**src/rtl/bcd_pkg.sv**
```systemverilog
// Shared definitions for the BCD digit collector.
//   state_t     : collector FSM state (COLLECT accepts digits, HOLD presents a word)
//   BCD_DIGIT_W : bits per BCD digit
//   BCD_MAX     : largest legal BCD digit value
package bcd_pkg;

  typedef enum logic {
    COLLECT = 1'b0,
    HOLD    = 1'b1
  } state_t;

  localparam int         BCD_DIGIT_W = 4;
  localparam logic [3:0] BCD_MAX     = 4'd9;

endpackage

```
**src/rtl/bcd_digit_check.sv**
```systemverilog
// Combinational legality test for one BCD digit.
//   digit  : candidate digit (BCD_DIGIT_W bits)
//   is_bcd : 1 when digit is in 0..BCD_MAX
module bcd_digit_check
  import bcd_pkg::*;
(
  input  logic [BCD_DIGIT_W-1:0] digit,
  output logic                   is_bcd
);

  assign is_bcd = (digit <= BCD_MAX);

endmodule

```
**src/rtl/bcd_digit_collector.sv**
```systemverilog
// Assembles NUM_DIGITS BCD digits (MSD first) into one word and hands it
// downstream with a valid/ready handshake. Non-BCD digits abort the partial
// word, pulse digit_err and bump a saturating error counter.
//   clk, rst     : clock, synchronous active-high reset
//   flush        : synchronous abort of the partial or held word
//   digit_in/digit_valid/digit_ready : digit input handshake
//   word_out/word_valid/word_ready   : assembled word output handshake
//   digit_err    : one-cycle pulse after a non-BCD digit is accepted
//   err_count    : saturating count of rejected digits
module bcd_digit_collector
  import bcd_pkg::*;
#(
  parameter int NUM_DIGITS = 4,
  parameter int ERR_CNT_W  = 8
) (
  input  logic                            clk,
  input  logic                            rst,
  input  logic                            flush,
  input  logic [BCD_DIGIT_W-1:0]          digit_in,
  input  logic                            digit_valid,
  output logic                            digit_ready,
  output logic [BCD_DIGIT_W*NUM_DIGITS-1:0] word_out,
  output logic                            word_valid,
  input  logic                            word_ready,
  output logic                            digit_err,
  output logic [ERR_CNT_W-1:0]            err_count
);

  localparam int WORD_W = BCD_DIGIT_W * NUM_DIGITS;
  localparam int CNT_W  = (NUM_DIGITS > 1) ? $clog2(NUM_DIGITS) : 1;
  localparam logic [CNT_W-1:0]     LAST_IDX = CNT_W'(NUM_DIGITS - 1);
  localparam logic [ERR_CNT_W-1:0] ERR_MAX  = '1;

  state_t                 state_q, state_d;
  logic [CNT_W-1:0]       cnt_q, cnt_d;
  logic [WORD_W-1:0]      sreg_q, sreg_d;
  logic                   err_q, err_d;
  logic [ERR_CNT_W-1:0]   errc_q, errc_d;
  logic                   is_bcd;
  logic                   digit_xfer;
  logic                   word_xfer;

  bcd_digit_check u_check (
    .digit  (digit_in),
    .is_bcd (is_bcd)
  );

  // Ready is gated by rst so nothing looks accepted while reset is held.
  assign digit_ready = (state_q == COLLECT) && !rst;
  assign word_valid  = (state_q == HOLD);
  assign word_out    = word_valid ? sreg_q : '0;
  assign digit_err   = err_q;
  assign err_count   = errc_q;

  assign digit_xfer  = digit_valid && digit_ready;
  assign word_xfer   = word_valid && word_ready;

  always_comb begin
    state_d = state_q;
    cnt_d   = cnt_q;
    sreg_d  = sreg_q;
    errc_d  = errc_q;
    err_d   = 1'b0;
    if (flush) begin
      // Flush wins over any transfer this cycle; the digit is dropped silently.
      state_d = COLLECT;
      cnt_d   = '0;
      sreg_d  = '0;
    end else begin
      case (state_q)
        COLLECT: begin
          if (digit_xfer) begin
            if (is_bcd) begin
              sreg_d = (sreg_q << BCD_DIGIT_W) | WORD_W'(digit_in);
              if (cnt_q == LAST_IDX) begin
                cnt_d   = '0;
                state_d = HOLD;
              end else begin
                cnt_d = cnt_q + 1'b1;
              end
            end else begin
              cnt_d  = '0;
              sreg_d = '0;
              err_d  = 1'b1;
              if (errc_q != ERR_MAX) errc_d = errc_q + 1'b1;
            end
          end
        end
        HOLD: begin
          // Digits are ignored here; ready is low so none can transfer.
          if (word_xfer) begin
            state_d = COLLECT;
            sreg_d  = '0;
          end
        end
        default: begin
          state_d = COLLECT;
          cnt_d   = '0;
          sreg_d  = '0;
        end
      endcase
    end
  end

  always_ff @(posedge clk) begin
    if (rst) begin
      state_q <= COLLECT;
      cnt_q   <= '0;
      sreg_q  <= '0;
      err_q   <= 1'b0;
      errc_q  <= '0;
    end else begin
      state_q <= state_d;
      cnt_q   <= cnt_d;
      sreg_q  <= sreg_d;
      err_q   <= err_d;
      errc_q  <= errc_d;
    end
  end

endmodule

```
**config.mk**
```make
export PLATFORM = sky130hd
export DESIGN_NAME = bcd_digit_collector
export DESIGN_NICKNAME = d
export VERILOG_FILES = /design/src/rtl/bcd_pkg.sv /design/src/rtl/bcd_digit_check.sv /design/src/rtl/bcd_digit_collector.sv
export SDC_FILE = /design/constraint.sdc
export NUM_CORES = 1
export LEC_CHECK = 0
export CAP_MARGIN = 20
export CORE_ASPECT_RATIO = 0.7
export CORE_MARGIN = 10
export CORE_UTILIZATION = 46
export DETAILED_ROUTE_END_ITERATION = 7
export PLACE_DENSITY = 0.78
export SETUP_SLACK_MARGIN = 0.02
export SLEW_MARGIN = 40
export SYNTH_ARGS = -nofsm -noshare
export SYNTH_HDL_FRONTEND = slang
export SYNTH_SLANG_ARGS = --single-unit
```
**constraint.sdc**
```tcl
create_clock -name clk -period 2.69 [get_ports clk]
set_clock_uncertainty 0.15 [all_clocks]
set_input_delay 0.538 -clock clk [delete_from_list [all_inputs] [get_ports clk]]
set_output_delay 0.538 -clock clk [all_outputs]
set_load 0.02 [all_outputs]
```
==> impl_metrics.yaml <==
cts:
  insertion_delay_ps: 270
  cts_buffers: 3
  postCtsHoldBufs: 0
  cts-root-buf: "clkbuf_8"
  cts_buffer_depth: 2
  clkSlewWorstSetupHoldPaths_ps: 80
  cts_tree: "built"
  cts_resized: 0
  cts_sinks: 28
  htree_levels: 1
  cts_setup_buffers: 0
yosys:
  yosysUniqueCellTypes: 30
  syn_avg_cell_area_um2: 8.804
  syn_area_um2: 1215
  synthCells: 138
  seq_area_frac_synth: 0.4614
  yosys_warnings: 0
  synth_edf_count: 0
  synthArstFlopShare: 0
  synthFlopType: "dfxtp_1"
  synth_nets: 149
  ys_ff_latch: 28
timing:
  worstMarginPinSlew_ps: 730.8
  fmax_mhz: 396.2
  rsz0062_at_grt: "false"
  slew_violations: 0
  finalCritPeriodShare: 0.9382
  max-slew-margin-rel: 0.5100
  fin_setup_tns_ps: 0
  hold_viol_final: 0
  setup_violations: 0
  layout_min_cycle_time_ps: 2524
hold_path:
  hold_path_class: "flip-flop to flip-flop"
setup_path:
  slowest_delay_ps: 620
  path_buf_inv: 3
  crit_top_cell: "clkdlybuf4s50_1"
  path_delay_family: "buffers and inverters"
  critPathKind: "input pin to output port"
  crit_arrival_ps: 1840
  r2r_setup_slack_ps: 470
  start_kind: "input pin"
  crit_fanout: 10
  critical_path.cell_chain: "clkdlybuf4s50_1 > buf_4 > nor2_1 > clkdlybuf4s50_1"
  endpoint_kind: "output port"
  cpMaxStageDelayCell: "clkdlybuf4s50_1"
  cp_data_required_time_ps: 2000
finish:
  fin_cells: 206
  final_common_cell: "clkdlybuf4s50_1"
  fin_nets: 185
  drive_gt1_frac: 0.06977
  finish.instance_area_um2: 1653
  n_antenna_cell: 0
  synthToLayoutAreaGrowth_pct: 36.05
  fillers: 197
  fin_util: 0.6622
  multi_input_area_um2: 608.1
  layout_common_cells: "clkdlybuf4s50_1 (35), dfxtp_1 (27), nor2_1 (23)"
  regArea_um2: 561.8
global_route:
  grt_pass1_vias: 1066
  grt_use_met3: 0.04885
  top_usage_layer: "met2"
  groute.usage.overall: 0.1293
  grt_overflow: 0
  antenna_found_initial: 0
  groute.layer.met1.usage: 0.1579
  grt_max_degree: 21
  grt_first_pass_wirelength_um: 5285
  met2_usage: 0.1998
detailed_routing:
  ant_nets: 0
  drcViolationCount: 0
  via_count: 1132
  firstDrtPassIters: 4
  drt_iter0_drc: 124
  wl_um: 3173
  wl_per_cell_um: 15.40
  viasPerCell: 5.495
pwr:
  p_seq_frac: 0.606
  clock_power_share: 0.320
  totalPowerFinal_uw: 688.9
  swShare: 0.2147
  p_per_area_nw_per_um2: 416.8
  leakage_uw: 0.0005732
  worst_ir_drop_vdd_uv: 271.2
  switching_power_uw: 147.9
  p_int_uw: 541.0
  p_comb_frac: 0.074
place:
  io_buffers: 35
  placed_area_um2: 1610
  dp_cells: 203
  hpwl_um: 2302
  finalWeightedCongestion: 0.7385
floorplan:
  std_cell_rows: 15
  core-area_um2: 2496
  initial_core_util: 0.4867
  die_x_um: 81.43
  fp.dieH_um: 63.00
  io_pins: 36
  dieArea_um2: 5129
run:
  max_cap_violations: 0
status:
  outcome: "complete, no violations"
-- worst reg2reg max path, stage by stage, from the launching register on --
cell and delay, ps:
dfxtp_2 430, or3b_1 450, a2111o_1 470, or4_1 500, a21oi_1 160
-- cell type report --
type                       instances  area share
sequential                        28      0.3399
timing repair buffer              41      0.2392
inverter                           1    0.002271
tap                               34     0.02574
multi-input combinational         99      0.3679
clock buffer                       3     0.02498
-- stage by stage --
| step | hold WS [ps] | setup WS (ps) |
|---|---|---|
| floorplan | 307.1 | 470.7 |
| global placement | 329.8 | 29.92 |
| detailed placement | 340.6 | -18.56 |
| CTS | 361.4 | 42.27 |
| global route | 393.3 | 87.52 |
| finish | 349.5 | 166.3 |
-- worst paths after layout --
| check | endpoint | from | cells after the start |
|---|---|---|---|
| max | digit_ready | rst | 4 |
| min | sreg_q[13]$_SDFFE_PP0P_ | sreg_q[13]$_SDFFE_PP0P_ | 2 |
| max reg2reg | err_count[7]$_SDFFE_PP0P_ | word_valid$_SDFF_PP0_ | 4 |
| min reg2reg | sreg_q[13]$_SDFFE_PP0P_ | sreg_q[13]$_SDFFE_PP0P_ | 2 |
-- synth_stat cells, drive strengths merged (2+ instances only) --
| library cell | number | area share |
|---|---|---|
| a21oi | 8 | 0.033 |
| a22oi | 15 | 0.093 |
| and2 | 16 | 0.082 |
| buf | 3 | 0.016 |
| clkbuf | 7 | 0.022 |
| dfxtp | 28 | 0.46 |
| ha | 2 | 0.021 |
| mux2i | 3 | 0.025 |
| nand2 | 2 | 0.0062 |
| nand3 | 3 | 0.012 |
| nor2 | 23 | 0.071 |
| nor2b | 2 | 0.010 |
| nor3 | 2 | 0.0082 |
| nor4b | 3 | 0.022 |
| o21ai | 4 | 0.016 |
| o31ai | 2 | 0.012 |
| or3 | 3 | 0.015 |
| or4 | 2 | 0.012 |
-- power by group through the flow --
stage	Combinational [µW]	Clock [µW]	Sequential, µW
after detailed placement	50.1	0	428
after CTS	50.6	229	418
after global routing	55.6	246	418
after global placement	48.8	0	427
final	50.7	220	418
after floorplan	25.0	0	428
-- sequential cells by signal, indices dropped and copies added (netlist names) --
| signal | cells |
|---|---|
| digit_err | 1 |
| cnt_q | 2 |
| word_valid | 1 |
| err_count | 8 |
| sreg_q | 16 |
-- logic make-up after synthesis --
kind of cell,count (synthesis),synth area share
adders and majority gates,2,0.02059
DFF,28,0.4614
muxes,3,0.02472
AOI/OAI and AO/OA,31,0.1699
buffers and inverters,11,0.04119
xor gates and xnor gates,1,0.007210
and+or+nand+nor,62,0.2750
-- routing by layer --
metal	wire, µm	part of all wire	vias up
li1	-	-	553
met1	1331	0.42	540
met2	1553	0.49	34
met3	239	0.075	5
met4	47	0.015	0
met5	0	0	-
Power figures use the tool's default switching activity.
